[src/rtl/peripheral_noc_master_if.sv]
// Host command/response and peripheral bus signals of the NoC master.
// The master modport is the DUT view; slave is the host-plus-peripheral view.
interface peripheral_noc_master_if;
    logic        cmd_valid;
    logic        cmd_ready;
    logic [13:0] cmd_addr;
    logic [15:0] cmd_data;
    logic [1:0]  cmd_we;
    logic        rsp_valid;
    logic        rsp_ready;
    logic [15:0] rsp_data;
    logic        rsp_wr;
    logic [13:0] per_addr;
    logic [15:0] per_din;
    logic        per_en;
    logic [1:0]  per_we;
    logic [15:0] per_dout;

    modport master (
        input  cmd_valid, cmd_addr, cmd_data, cmd_we, rsp_ready, per_dout,
        output cmd_ready, rsp_valid, rsp_data, rsp_wr,
               per_addr, per_din, per_en, per_we
    );

    modport slave (
        output cmd_valid, cmd_addr, cmd_data, cmd_we, rsp_ready, per_dout,
        input  cmd_ready, rsp_valid, rsp_data, rsp_wr,
               per_addr, per_din, per_en, per_we
    );
endinterface

[src/rtl/peripheral_noc_master.sv]
// Queues host commands in a FIFO and issues them one at a time on the peripheral bus.
// Optional transfer counter port enabled by defining PERIPHERAL_NOC_MASTER_STATS_EN.
module peripheral_noc_master #(
    parameter int FIFO_DEPTH = 4
) (
    input  logic                    mclk,
    input  logic                    puc_rst_n,
    peripheral_noc_master_if.master bus
`ifdef PERIPHERAL_NOC_MASTER_STATS_EN
    ,
    output logic [15:0]             stat_xfer_cnt
`endif
);

    localparam int AW = (FIFO_DEPTH > 1) ? $clog2(FIFO_DEPTH) : 1;
    localparam int CW = AW + 1;
    localparam logic [CW-1:0] FULL_C   = CW'(FIFO_DEPTH);
    localparam logic [CW-1:0] CNT_ONE  = CW'(1);
    localparam logic [AW-1:0] PTR_ONE  = AW'(1);

    typedef enum logic [1:0] {
        IDLE   = 2'b00,
        ACCESS = 2'b01,
        RESP   = 2'b10
    } state_t;

    state_t        state_r;
    logic [31:0]   mem_r [FIFO_DEPTH];
    logic [AW-1:0] wr_ptr_r;
    logic [AW-1:0] rd_ptr_r;
    logic [CW-1:0] count_r;

    logic [13:0]   per_addr_r;
    logic [15:0]   per_din_r;
    logic          per_en_r;
    logic [1:0]    per_we_r;
    logic          rsp_valid_r;
    logic [15:0]   rsp_data_r;
    logic          rsp_wr_r;

    logic          cmd_ready_s;
    logic          push_s;
    logic          pop_s;
    logic          not_empty_s;
    logic [31:0]   head_s;

    // Entry layout is {addr[13:0], data[15:0], we[1:0]}.
    assign cmd_ready_s = (count_r != FULL_C);
    assign not_empty_s = (count_r != {CW{1'b0}});
    assign push_s      = bus.cmd_valid && cmd_ready_s;
    assign pop_s       = (state_r == ACCESS);
    assign head_s      = mem_r[rd_ptr_r];

    assign bus.cmd_ready = cmd_ready_s;
    assign bus.per_addr  = per_addr_r;
    assign bus.per_din   = per_din_r;
    assign bus.per_en    = per_en_r;
    assign bus.per_we    = per_we_r;
    assign bus.rsp_valid = rsp_valid_r;
    assign bus.rsp_data  = rsp_data_r;
    assign bus.rsp_wr    = rsp_wr_r;

    // FIFO storage; contents need no reset because the pointers define validity.
    always_ff @(posedge mclk) begin
        if (push_s) begin
            mem_r[wr_ptr_r] <= {bus.cmd_addr, bus.cmd_data, bus.cmd_we};
        end
    end

    // FIFO pointers and occupancy.
    always_ff @(posedge mclk) begin
        if (!puc_rst_n) begin
            wr_ptr_r <= {AW{1'b0}};
            rd_ptr_r <= {AW{1'b0}};
            count_r  <= {CW{1'b0}};
        end else begin
            if (push_s) begin
                wr_ptr_r <= wr_ptr_r + PTR_ONE;
            end else begin
                wr_ptr_r <= wr_ptr_r;
            end
            if (pop_s) begin
                rd_ptr_r <= rd_ptr_r + PTR_ONE;
            end else begin
                rd_ptr_r <= rd_ptr_r;
            end
            case ({push_s, pop_s})
                2'b10:   count_r <= count_r + CNT_ONE;
                2'b01:   count_r <= count_r - CNT_ONE;
                default: count_r <= count_r;
            endcase
        end
    end

    // Access sequencer; the bus is loaded from the FIFO head on entry to ACCESS
    // so every peripheral-side output comes straight from a register.
    always_ff @(posedge mclk) begin
        if (!puc_rst_n) begin
            state_r     <= IDLE;
            per_addr_r  <= 14'h0000;
            per_din_r   <= 16'h0000;
            per_en_r    <= 1'b0;
            per_we_r    <= 2'b00;
            rsp_valid_r <= 1'b0;
            rsp_data_r  <= 16'h0000;
            rsp_wr_r    <= 1'b0;
        end else begin
            case (state_r)
                IDLE: begin
                    if (not_empty_s) begin
                        state_r    <= ACCESS;
                        per_en_r   <= 1'b1;
                        per_addr_r <= head_s[31:18];
                        per_din_r  <= head_s[17:2];
                        per_we_r   <= head_s[1:0];
                    end else begin
                        state_r    <= IDLE;
                    end
                end
                ACCESS: begin
                    state_r     <= RESP;
                    rsp_valid_r <= 1'b1;
                    rsp_data_r  <= (per_we_r == 2'b00) ? bus.per_dout : 16'h0000;
                    rsp_wr_r    <= (per_we_r != 2'b00);
                    per_en_r    <= 1'b0;
                    per_addr_r  <= 14'h0000;
                    per_din_r   <= 16'h0000;
                    per_we_r    <= 2'b00;
                end
                RESP: begin
                    if (bus.rsp_ready) begin
                        rsp_valid_r <= 1'b0;
                        if (not_empty_s) begin
                            state_r    <= ACCESS;
                            per_en_r   <= 1'b1;
                            per_addr_r <= head_s[31:18];
                            per_din_r  <= head_s[17:2];
                            per_we_r   <= head_s[1:0];
                        end else begin
                            state_r    <= IDLE;
                        end
                    end else begin
                        state_r     <= RESP;
                    end
                end
                default: begin
                    state_r     <= IDLE;
                    per_en_r    <= 1'b0;
                    per_addr_r  <= 14'h0000;
                    per_din_r   <= 16'h0000;
                    per_we_r    <= 2'b00;
                    rsp_valid_r <= 1'b0;
                end
            endcase
        end
    end

`ifdef PERIPHERAL_NOC_MASTER_STATS_EN
    logic [15:0] stat_xfer_cnt_r;

    // Counts ACCESS cycles, wrapping naturally at 16 bits.
    always_ff @(posedge mclk) begin
        if (!puc_rst_n) begin
            stat_xfer_cnt_r <= 16'h0000;
        end else if (state_r == ACCESS) begin
            stat_xfer_cnt_r <= stat_xfer_cnt_r + 16'h0001;
        end else begin
            stat_xfer_cnt_r <= stat_xfer_cnt_r;
        end
    end

    assign stat_xfer_cnt = stat_xfer_cnt_r;
`endif

endmodule

[src/flat_wrapper.sv]
// flat-port wrapper written by rule: the top's interface ports become plain ports
module peripheral_noc_master_flat 
#(
    parameter int FIFO_DEPTH = 4
)
  (mclk, puc_rst_n, bus_cmd_valid, bus_cmd_addr, bus_cmd_data, bus_cmd_we, bus_rsp_ready, bus_per_dout, bus_cmd_ready, bus_rsp_valid, bus_rsp_data, bus_rsp_wr, bus_per_addr, bus_per_din, bus_per_en, bus_per_we);
  peripheral_noc_master_if bus_i ();
  input  logic mclk;
  input  logic puc_rst_n;
  input wire logic [$bits(bus_i.cmd_valid)-1:0] bus_cmd_valid;
  input wire logic [$bits(bus_i.cmd_addr)-1:0] bus_cmd_addr;
  input wire logic [$bits(bus_i.cmd_data)-1:0] bus_cmd_data;
  input wire logic [$bits(bus_i.cmd_we)-1:0] bus_cmd_we;
  input wire logic [$bits(bus_i.rsp_ready)-1:0] bus_rsp_ready;
  input wire logic [$bits(bus_i.per_dout)-1:0] bus_per_dout;
  output wire logic [$bits(bus_i.cmd_ready)-1:0] bus_cmd_ready;
  output wire logic [$bits(bus_i.rsp_valid)-1:0] bus_rsp_valid;
  output wire logic [$bits(bus_i.rsp_data)-1:0] bus_rsp_data;
  output wire logic [$bits(bus_i.rsp_wr)-1:0] bus_rsp_wr;
  output wire logic [$bits(bus_i.per_addr)-1:0] bus_per_addr;
  output wire logic [$bits(bus_i.per_din)-1:0] bus_per_din;
  output wire logic [$bits(bus_i.per_en)-1:0] bus_per_en;
  output wire logic [$bits(bus_i.per_we)-1:0] bus_per_we;
  assign bus_i.cmd_valid = bus_cmd_valid;
  assign bus_i.cmd_addr = bus_cmd_addr;
  assign bus_i.cmd_data = bus_cmd_data;
  assign bus_i.cmd_we = bus_cmd_we;
  assign bus_i.rsp_ready = bus_rsp_ready;
  assign bus_i.per_dout = bus_per_dout;
  assign bus_cmd_ready = bus_i.cmd_ready;
  assign bus_rsp_valid = bus_i.rsp_valid;
  assign bus_rsp_data = bus_i.rsp_data;
  assign bus_rsp_wr = bus_i.rsp_wr;
  assign bus_per_addr = bus_i.per_addr;
  assign bus_per_din = bus_i.per_din;
  assign bus_per_en = bus_i.per_en;
  assign bus_per_we = bus_i.per_we;
  peripheral_noc_master #(.FIFO_DEPTH(FIFO_DEPTH)) u_core (.mclk(mclk), .puc_rst_n(puc_rst_n), .bus(bus_i));
endmodule
[config.mk]
export PLATFORM = sky130hd
export DESIGN_NAME = peripheral_noc_master_flat
export DESIGN_NICKNAME = d
export VERILOG_FILES = /design/src/rtl/peripheral_noc_master_if.sv /design/src/rtl/peripheral_noc_master.sv /design/src/flat_wrapper.sv
export SDC_FILE = /design/constraint.sdc
export NUM_CORES = 1
export LEC_CHECK = 0
export ABC_AREA = 1
export BUFFER_PORTS_ARGS = -buffer_cell sky130_fd_sc_hd__buf_2
export CAP_MARGIN = 20
export CORE_MARGIN = 3
export CORE_UTILIZATION = 35
export DETAILED_ROUTE_END_ITERATION = 8
export GPL_ROUTABILITY_DRIVEN = 0
export MAX_ROUTING_LAYER = met4
export PLACE_DENSITY = 0.64
export REMOVE_ABC_BUFFERS = 1
export SYNTH_ARGS = -nofsm -noshare
export SYNTH_HDL_FRONTEND = slang
export SYNTH_SLANG_ARGS = --single-unit
[constraint.sdc]
create_clock -name mclk -period 3.5 [get_ports mclk]
set_input_delay 0.525 -clock mclk [delete_from_list [all_inputs] [get_ports mclk]]
set_output_delay 0.525 -clock mclk [all_outputs]
set_load 0.02 [all_outputs]
After elaboration in Yosys (flattened, before gate mapping)

Memories as Yosys holds them, arrays and structs flattened. A register that Yosys moved wholly into a read port is not among the register bits.
Index checks and enable logic that the tools add are counted.

Register bits after elaboration: 60
Memory bits (writable): 128
Input port bits: 52
Output and inout bits: 52
Word-level logic and storage cells: 53
Memories: 1

$add $sub $neg: 4
Equal/unequal tests: 6
Muxes and demuxes: 23
Bitwise operators: 1
Reductions and logical operators: 7

Memory list:

| name         | depth | width | read ports | clocked after memory_dff | write ports | RTL line                    | RTL |
|---|---|---|---|---|---|---|---|
| u_core.mem_r | 4     | 32    | 1          | 1                        | 1           | peripheral_noc_master.sv:28 | `logic [31:0] mem_r [FIFO_DEPTH];` |

Operator list:

| kind                | count |
|---|---|
| $mux 16             | 3 |
| $pmux 16 s2         | 1 |
| $mux 14             | 2 |
| $pmux 14 s2         | 1 |
| $mux 2              | 5 |
| $mux 1              | 6 |
| $pmux 2 s3          | 1 |
| $pmux 3 s2          | 1 |
| $add 2x1->2 const B | 2 |
| $eq 2x1->1 const B  | 2 |
| $eq 2x2->1 const B  | 2 |
| $logic_not 2->1     | 2 |
| $pmux 2 s2          | 1 |
| $reduce_bool 2->1   | 2 |
| $add 3x1->3 const B | 1 |
| $ne 3x3->1 const B  | 1 |
| $pmux 1 s3          | 1 |
| $reduce_bool 3->1   | 1 |
| $sub 3x1->3 const B | 1 |
| $ne 2x2->1 const B  | 1 |
| $pmux 1 s2          | 1 |
| $reduce_and 2->1    | 1 |
| $logic_and 1x1->1   | 1 |
| $not 1->1           | 1 |

Depth between registers and ports, before layout

Gate-level depths: netlist of the first run.

Word-level depth: 4
Depth in mapped cells: 11
Gate-level depth less buffers: 11

Worst setup path before layout of the first run

No wires, ideal clock.

Path type: reg-to-reg
Start: register u_core.count_r[0]
End: memory u_core.mem_r[0][0], enable pin
Library setup time: 0.421 ns
Data arrival time: 2.176 ns
Data required time: 3.079 ns
Slack: 0.903 ns
Cell stages (with the launch flop): 5
Path buffers: 0
Period minus slack after synthesis: 2.597 ns
Cells stage by stage: dfxtp_1 > nor2_1 > nand2_1 > nand2_1 > nor2_1

Word-level cells in the longest chain between the ends: 4

Ends and longest elaborated chain:

| item                         | RTL line                    | RTL |
|---|---|---|
| from (decl)                  | peripheral_noc_master.sv:31 | `logic [CW-1:0] count_r;` |
| from (signal assigned)       | peripheral_noc_master.sv:75 | `count_r <= {CW{1'b0}};` |
| from (signal assigned)       | peripheral_noc_master.sv:88 | `2'b10: count_r <= count_r + CNT_ONE;` |
| from (signal assigned)       | peripheral_noc_master.sv:89 | `2'b01: count_r <= count_r - CNT_ONE;` |
| $ne 3x3->1                   | peripheral_noc_master.sv:48 | `assign cmd_ready_s = (count_r != FULL_C);` |
| named net bus_cmd_ready      | flat_wrapper.sv:16          | `output wire logic [$bits(bus_i.cmd_ready)-1:0] bus_cmd_ready;` |
| $logic_and 1x1->1            | peripheral_noc_master.sv:50 | `assign push_s = bus.cmd_valid && cmd_ready_s;` |
| $mux 1                       | peripheral_noc_master.sv:65 | `if (push_s) begin` |
| $mux 1 (not written as such) | peripheral_noc_master.sv:66 | `mem_r[wr_ptr_r] <= {bus.cmd_addr, bus.cmd_data, bus.cmd_we};` |
| to (decl)                    | peripheral_noc_master.sv:28 |  |

The timed path passes the listed nets, and every way through them passes these cells.

Worst setup path in the final report of the first run

Start: register u_core.count_r[0]
End: register u_core.count_r[2]

Word-level cells in the longest chain between the ends: 4
Elaborated cells between the ends (all ways): 8
Classes of those cells: 2 x add/sub; 3 x eq/ne; 1 x mux; 2 x reduce/logical

Ends and longest elaborated chain:

| item                                                   | RTL line                    | RTL |
|---|---|---|
| $ne 3x3->1                                             | peripheral_noc_master.sv:48 |  |
| $logic_and 1x1->1                                      | peripheral_noc_master.sv:50 |  |
| $eq 2x1->1 / $eq 2x2->1 (equally long branches)        | peripheral_noc_master.sv:87 | `case ({push_s, pop_s})` |
| $pmux 3 s2 / $reduce_bool 2->1 (equally long branches) | n/a                         |  |

Several ways; a longest one is shown, not always the timed one.
A chain may end at the register's enable or synchronous reset.

==> impl_metrics.toml, run 1 <==
[outcome]
status = "complete, no violations"

[cells_and_area]
fill_cells = 1873
layout_common_cells = "nand2_1 (152), edfxtp_1 (128), buf_2 (103), nor2_1 (75), o21ai_0 (70)"
final_core_util_pct = 43.6
final_common_cell = "nand2_1"
fin_nets = 829
register_area_um2 = 5090
area_growth_pct = 19.9
drive_gt1_share_pct = 19.9
multiInputGateArea_um2 = 1820

[cts]
cts_root_buf = "clkbuf_16"
clkLatencyLatePin_ns = 0.43
cts-resized-gates = 0
cts_hold_buf = 0
cts_sinks = 190
cts_setup_buffers = 0
htree_levels = 4
clockBufferDepth = 2
cts.clk_slew.worst_paths_ns = 0.07
cts_tree = "yes"
cts-buffers-inserted = 17

[global_routing]
grt_max_degree = 65
grt_pass1_wl_mm = 23.5
antenna_found_initial = 3
grt_pass1_vias = 4476
grt.overflow.total = 0
grt_use_total_pct = 14.0

[logic_synthesis]
yosysWarningCount = 0
seq_area_frac_synth_pct = 70.5
synthXorXnorAreaFrac_pct = 0.121
synthMuxAreaShare_pct = 0
ys_seq_elements = 190
synth_area_um2 = 7210
synth_top_family_by_area = "simple AND/OR/NAND/NOR gates"
synthSimpleGateAreaFrac_pct = 15.9
synthCells = 673
synth_compound_area_share_pct = 7.53
synth_top_area_share_pct = 53.3
avgSynthCellArea_um2 = 10.7
yosysTopAreaCell = "edfxtp_1"
synthTopCellsByArea = "edfxtp_1 (53%), dfxtp_1 (17%), nand2_1 (7.9%)"
synthAdderAreaFrac_pct = 1.14
synth.distinct_cells = 25

[sta]
final.period_utilization_pct = 64.3
slew_headroom_pct = 28.3
slew_violations = 0
fin_skew_ns = 0.0113
setup_tns_ns = 0
hold_slack_ns = 0.303
worst_pin_slew_ns = 1.07
hold_viol_final = 0
final.setup.worst_slack_ns = 1.25
rsz0062_at_grt = "no"
setup_viol = 0
fmax_mhz = 444
finalCriticalPeriod_ns = 2.25

[worst_setup_path]
crit_path_max_fanout = 9
crit_top_cell = "nand2_1"
slowest_delay_ns = 0.43
worstRegToRegCells = 10
worst_setup_path_end_kind = "flip-flop"
critical_path_class = "flip-flop to flip-flop"
reg2reg_slack_ns = 1.25
slowest_stage = "fa_1"
worst_setup_path_start_kind = "flip-flop"
critPathArrivalTime_ns = 2.57
cp_data_required_time_ns = 3.82
crit_chain = "nor2_1 -> nand2_1 -> nand2_1 -> ha_1 -> inv_1 -> fa_1 -> nand2_1 -> nand3_1 -> o21ai_0 -> a21oi_1"
reg2reg_to = "u_core.count_r[2]"
r2r-start = "u_core.count_r[0]"

[floorplan]
dieWidth_um = 150
initial_core_util_pct = 36.4
coreArea_um2 = 19800
die_h_um = 150
die_area_um2 = 22400
placementRows = 51
ios = 104

[routing]
highest_layer = "met4"
drt_iter0_markers = 283
detail-route-antenna-nets = 0
vias_per_cell = 4.58
vias = 4813
dr.pass1.iters = 4
wl_per_cell_um = 14.2
met2WireLength_mm = 7.01
wl_met3_um = 742
drc = 0
detail_route.wirelength.met1_mm = 7.02
wl_mm = 15.0

[power_and_ir_drop]
cellPowerDensity_nw_per_um2 = 795
sw_frac_of_total_pct = 35.1
ir_worst_vdd_mv = 0.394
clkPwrFrac_pct = 28.3
combinationalPowerShare_pct = 28.1
seq_power_share_pct = 43.6
p_int_mw = 4.47
p_sw_mw = 2.41
power_leakage_nw = 3.53

[placed_design]
portBuffers = 103
post-place-ws_ns = 1.20
hpwlAfterDp_mm = 9.12

[job]
max_cap_violations = 0

[worst_hold_path]
worstHoldEndpoint = "u_core.mem_r[0][9]"
hold_class = "input port to flip-flop"
min_path_cells = 1
worstHoldStart = "bus_cmd_data[7]"
-- worst max-delay path by stage --
| stage | start | to | cells after the start |
|---|---|---|---|
| after floorplan | u_core.count_r[0] | u_core.mem_r[0][0] | 4 |
| after global placement | bus_cmd_valid | u_core.mem_r[0][9] | 3 |
| after detailed placement | bus_cmd_valid | u_core.count_r[2] | 9 |
| after CTS | u_core.count_r[0] | u_core.count_r[2] | 10 |
| after global routing | u_core.count_r[0] | u_core.count_r[2] | 10 |
| final | u_core.count_r[0] | u_core.count_r[2] | 10 |
-- cells by family (layout without fill, tap and decap cells) --
logic type | Yosys count | after routing
compound gates | 108 | 108
simple gates | 281 | 281
buf+inv | 87 | 198
flops | 190 | 190
xor+xnor | 1 | 1
fa+ha+maj | 6 | 6
other cells | 0 | 3
-- power groups by stage --
stage / Clock (mW) / Combinational (mW) / Sequential [mW]
final: 1.95 / 1.93 / 3.00
after global routing: 2.09 / 2.18 / 3.04
after CTS: 2.00 / 1.95 / 3.00
after detailed placement: 0 / 1.95 / 3.04
after global placement: 0 / 1.94 / 3.04
after floorplan: 0 / 0.896 / 3.36
-- state kept, by name, summed over array words and instances (netlist names), named ones only --
name and count:
u_core.mem_r 128, u_core.count_r 3, u_core.bus.per_we 2, u_core.bus.per_en 1, u_core.bus.rsp_wr 1, u_core.wr_ptr_r 2, u_core.rd_ptr_r 2, u_core.state_r 2
u_core.bus.per_din 16, u_core.bus.per_addr 14, u_core.bus.rsp_valid 1, u_core.bus.rsp_data 16
-- critical path, delay by kind of cell (launching register included) --
kind | cells | cell delay, ns
compound gates | 2 | 0.21
fa+ha+maj | 2 | 0.70
buf+inv | 1 | 0.07
flops | 1 | 0.33
simple gates | 5 | 0.83
-- stage by stage --
stage	area (um^2)	power, mW	instances
3_5_place_dp	8010	4.99	1016
4_1_cts	8610	6.95	1048
6_report	8650	6.88	1052
3_3_place_gp	8010	4.98	1016
5_1_grt	8650	7.31	1052
2_1_floorplan	7070	4.25	641
-- cell usage after synthesis --
library cell and instances:
clkinv_1 1, or2_2 1, edfxtp_1 128, buf_6 1, xor2_1 1, nand3_1 44
ha_1 5, o211ai_1 1, inv_1 51, nor3_1 1, nor2_1 79, buf_2 12
fa_1 1, dfxtp_1 62, clkbuf_1 16, a21oi_1 32, nand2_1 152, o21ai_1 5
o21ai_0 70, nor2_4 1, inv_2 3, nor2_8 1, buf_1 3, nor3_2 1
nor2_2 1
-- routing by layer --
metal,track usage (%),vias up
met4,4.76,0
met2,21.8,103
li1,-,2444
met5,-,-
met3,3.82,14
met1,17.8,2252
-- final cells by class --
type                       count  area share (%)
tap                          265            3.83
clock inverter                14            2.03
antenna                        3          0.0868
inverter                      55            2.39
clock buffer                  18            4.96
multi-input combinational    396            21.0
sequential                   190            58.8
timing repair buffer         111            6.89
Power figures use the tool's default switching activity.
==> inputs of run 2 (changes only) <==
clock period = 2.25 ns   (was 3.5 ns; I/O delays follow)
==> run 2 against run 1 <==
Sequential power grew 54%. Sequential cell count is the same. Count of clock-buffer cells in the layout shrank 1. Clock power grew 51%. Clock skew grew 0.00072 ns. First-iteration DRC count shrank 2.1%. Via count grew 0.96%.
==> impl_metrics.toml, run 2 (synthesis results as in run 1) <==
[global_routing]
grt_pass1_vias = 4733
grt_use_total_pct = 14.3
antenna_found_initial = 3
grt.overflow.total = 0
grt_pass1_wl_mm = 24.0
grt_max_degree = 45

[cells_and_area]
fin_nets = 840
final_common_cell = "nand2_1"
top_register = "u_core.mem_r"
fill_cells = 1849
final_area_um2 = 8700
final_core_util_pct = 43.9
layout_common_cells = "nand2_1 (152), edfxtp_1 (128), buf_2 (103), nor2_1 (75), o21ai_0 (70)"
largest_register_ffs = 128
area_growth_pct = 20.6
drive_gt1_share_pct = 21.1
instances_no_fill = 1063

[cts]
cts_setup_buffers = 0
cts-buffers-inserted = 17
cts_root_buf = "clkbuf_16"
cts-resized-gates = 0
cts_hold_buf = 0
clkLatencyLatePin_ns = 0.44
cts_sinks = 190
clockBufferDepth = 2
cts.clk_slew.worst_paths_ns = 0.08
cts_tree = "yes"
htree_levels = 4

[outcome]
status = "complete, no violations"

[worst_hold_path]
worstHoldStart = "bus_cmd_data[13]"
min_path_cells = 1
worstHoldEndpoint = "u_core.mem_r[2][15]"
hold_class = "input port to flip-flop"

[placed_design]
dp_cells = 1028
placed_area_um2 = 8100
portBuffers = 103
hpwlAfterDp_mm = 9.25

[floorplan]
ios = 104
die_area_um2 = 22400
die_h_um = 150
initial_core_util_pct = 36.4
dieWidth_um = 150
placementRows = 51
coreArea_um2 = 19800

[sta]
fin_skew_ns = 0.0120
rsz0062_at_grt = "no"
fmax_mhz = 534
slew_headroom_pct = 70.0
setup_viol = 0
worst_pin_slew_ns = 0.450
hold_viol_final = 0
finalCriticalPeriod_ns = 1.87
hold_slack_ns = 0.114
slew_violations = 0
final.period_utilization_pct = 83.2

[worst_setup_path]
worstRegToRegCells = 9
crit_path_max_fanout = 5
cp_data_required_time_ns = 2.57
r2r-start = "u_core.state_r[0]"
reg2reg_slack_ns = 0.38
worst_setup_path_start_kind = "flip-flop"
worst_setup_path_end_kind = "flip-flop"
critPathArrivalTime_ns = 2.19
critical_path_class = "flip-flop to flip-flop"
reg2reg_to = "u_core.count_r[2]"

[routing]
vias_per_cell = 4.57
drt_iter0_markers = 277
drc = 0
wl_mm = 15.0
detail-route-antenna-nets = 0
vias = 4859
wl_per_cell_um = 14.1
dr.pass1.iters = 5

[power_and_ir_drop]
seq_power_share_pct = 43.6
power_leakage_nw = 3.57
combinationalPowerShare_pct = 28.6
sw_frac_of_total_pct = 36.1
p_int_mw = 6.77
cellPowerDensity_nw_per_um2 = 1220
p_sw_mw = 3.83
ir_worst_vdd_mv = 0.523
power_mw = 10.6
clkPwrFrac_pct = 27.8

[job]
max_cap_violations = 0
-- run 2: cell count changes in the layout (fill, tap and decap cells not counted), sizes merged --
cell,previous run,this run
bufinv,2,0
clkinv,5,8
clkbuf,18,17
inv,60,61
buf,111,122
clkinvlp,2,1
-- run 2: through the flow --
stage | TNS [ns] | setup WS, ns
4_1_cts | 0 | 0.349
3_3_place_gp | 0 | 0.422
5_1_grt | 0 | 0.151
2_1_floorplan | -49.61 | -0.347
3_5_place_dp | 0 | 0.349
6_report | 0 | 0.379
-- run 2: area by class of cell --
| cell class | instances | area [um^2] | share of cell area (%) |
|---|---|---|---|
| Clock inverter | 15 | 170 | 1.96 |
| Timing Repair Buffer | 122 | 658 | 7.56 |
| Clock buffer | 17 | 425 | 4.89 |
| Multi-Input combinational cell | 396 | 1820 | 20.9 |
| Inverter | 55 | 206 | 2.37 |
| Antenna cell | 3 | 7.51 | 0.0863 |
| Tap cell | 265 | 332 | 3.81 |
| Sequential cell | 190 | 5090 | 58.5 |
-- run 2: worst max path at each step --
stage                               to              start  slack (ns)  cells after the start
detailed placement   u_core.count_r[2]  u_core.state_r[0]        0.35                      9
CTS                  u_core.count_r[2]  u_core.state_r[0]        0.35                      9
finish               u_core.count_r[2]  u_core.state_r[0]        0.38                      9
global route         u_core.count_r[2]  u_core.state_r[0]        0.15                     10
floorplan           u_core.mem_r[0][0]  u_core.count_r[0]       -0.35                      4
global placement     u_core.count_r[2]  u_core.state_r[0]        0.42                      9
-- run 2: layer usage --
metal / GRT usage, % / part of all wire (%)
met2: 22.8 / 47
met4: 5.49 / 1.4
met1: 17.9 / 47
met3: 3.30 / 5.2
met5: - / 0
-- run 2: critical path, stage by stage, from the launching register on --
cell and delay, ns:
dfxtp_1 0.47, inv_2 0.10, nor2_4 0.14, ha_1 0.18
inv_1 0.07, fa_1 0.44, nand2_1 0.08, nand3_1 0.09
o21ai_0 0.15, a21oi_1 0.05
-- run 2: power groups by stage --
stage	clock (mW)	combinational (mW)	sequential, mW
finish	2.94	3.03	4.63
global route	3.16	3.46	4.70
CTS	3.02	3.11	4.63
detailed placement	0	3.10	4.71
global placement	0	3.08	4.69
floorplan	0	1.39	5.22
==> inputs of run 3 (changes only) <==
PLACE_DENSITY = 0.66   (was 0.64)
clock period = 1.66 ns   (was 2.25 ns; I/O delays follow)
==> run 3 against run 2 <==
Die area unchanged. Count of clock-buffer cells in the layout up 3. Final area grew 3.0%. Final cell count rose by 0.94%. Clock power rose by 46%. Register-to-register slack worse by 0.33 ns. Non-clock buffer count rose by 10. Power increased by 42%. Worst hold slack worse by 0.082 ns. Sequential cell count stayed put. Clock skew rose by 0.0025 ns. Sequential share of layout area down 1.7 points. Critical path type unchanged. Critical endpoint unchanged. Largest cell class unchanged. Largest power group unchanged.
==> impl_metrics.toml, run 3 (synthesis results as in run 1) <==
[routing]
wl_per_cell_um = 14.1
vias_per_cell = 4.57
drc = 0
dr.pass1.iters = 4
drt_iter0_markers = 308
detail-route-antenna-nets = 0
vias = 4908
wl_mm = 15.2

[placed_design]
placed_area_um2 = 8270
post-place-ws_ns = -0.116
dp_cells = 1035
hpwlAfterDp_mm = 9.29
portBuffers = 103

[cells_and_area]
final_common_cell = "nand2_1"
area_growth_pct = 24.2
top_register = "u_core.mem_r"
largest_register_ffs = 128
drive_gt1_share_pct = 23.1
final_core_util_pct = 45.2
layout_common_cells = "nand2_1 (149), edfxtp_1 (128), buf_2 (103), nor2_1 (74), o21ai_0 (69)"
fin_nets = 850
final_area_um2 = 8960
instances_no_fill = 1073

[cts]
cts_hold_buf = 0
cts.clk_slew.worst_paths_ns = 0.07
htree_levels = 4
cts_sinks = 190
cts-buffers-inserted = 17
cts_root_buf = "clkbuf_16"
cts_tree = "yes"
clockBufferDepth = 2
clkLatencyLatePin_ns = 0.43

[worst_setup_path]
worst_setup_path_end_kind = "flip-flop"
startpoint = "u_core.count_r[0]"
critPathArrivalTime_ns = 1.92
worst_setup_path_start_kind = "flip-flop"
worstSetupEndpoint = "u_core.count_r[2]"
reg2reg_slack_ns = 0.05
r2r-start = "u_core.count_r[0]"
reg2reg_to = "u_core.count_r[2]"
cp_data_required_time_ns = 1.97
crit_path_max_fanout = 2
critical_path_class = "flip-flop to flip-flop"
worstRegToRegCells = 10

[sta]
slew_headroom_pct = 73.1
fmax_mhz = 622
final.period_utilization_pct = 96.8
setup_viol = 0
hold_slack_ns = 0.0315
final.setup.worst_slack_ns = 0.0526
hold_viol_final = 0
fin_skew_ns = 0.0145
worst_pin_slew_ns = 0.404
setup_tns_ns = 0
rsz0062_at_grt = "yes"
slew_violations = 0
finalCriticalPeriod_ns = 1.61

[global_routing]
grt_pass1_vias = 4573
grt.overflow.total = 0
grt_use_total_pct = 14.0
antenna_found_initial = 3
grt_max_degree = 33
grt_pass1_wl_mm = 23.5

[floorplan]
dieWidth_um = 150
die_area_um2 = 22400
initial_core_util_pct = 36.4
placementRows = 51
ios = 104
coreArea_um2 = 19800
die_h_um = 150

[power_and_ir_drop]
power_mw = 15.1
cellPowerDensity_nw_per_um2 = 1680
ir_worst_vdd_mv = 0.729
power_leakage_nw = 3.68

[outcome]
status = "complete, no violations"

[job]
max_cap_violations = 0

[worst_hold_path]
hold_class = "input port to flip-flop"
[run 3: power breakdown]
part | leakage [nW] | switching, mW | total, mW | internal [mW]
Clock | 0.303 | 1.71 | 4.29 | 2.58
Combinational | 1.69 | 3.01 | 4.55 | 1.55
Sequential | 1.68 | 0.344 | 6.27 | 5.92
Total | 3.68 | 5.06 | 15.1 | 10.0
[run 3: routing by layer]
layer  GRT usage (%)  share of wire (%)  vias up
met5               -                  0        -
met4            4.67                1.3        0
met3            4.15                6.9       19
met2            22.0                 47      133
met1            17.6                 44     2268
li1                -                  -     2488
[run 3: timing repair]
item,in CTS,in global routing
endpoints found under the setup margin,1,2
pin swaps,3,5
setup buffers,1,2
endpoints found under the hold margin,0,0
gates resized for setup,6,8
[run 3: worst min path at each step]
stage                                 from                     end  slack, ns  cells after the start
floorplan                    bus_cmd_we[0]      u_core.mem_r[0][0]       0.35                      0
global placement    u_core.bus.rsp_data[7]  u_core.bus.rsp_data[7]       0.45                      2
detailed placement  u_core.bus.rsp_data[4]  u_core.bus.rsp_data[4]       0.46                      2
CTS                        bus_cmd_data[9]     u_core.mem_r[3][11]       0.02                      1
global route               bus_cmd_data[9]     u_core.mem_r[2][11]       0.02                      1
finish                    bus_cmd_addr[11]     u_core.mem_r[2][29]       0.03                      1
[run 3: cell type report]
cell class	instances	area [um^2]
clock buffers	20	447
fillers	1813	10900
flip-flops and latches	190	5090
repair buffers	132	846
clock inverters	12	180
inverters	55	206
multi-input cells	396	1860
well taps	265	332
diodes	3	7.51
[run 3: critical path: stages, from the launching register on]
cell and delay [ns]:
dfxtp_2 0.34, nor2_4 0.11, nand2_2 0.07, nand2_2 0.09, ha_4 0.14, inv_2 0.04
fa_2 0.36, nand2_2 0.08, nand3_2 0.08, o21ai_2 0.14, a21oi_1 0.05
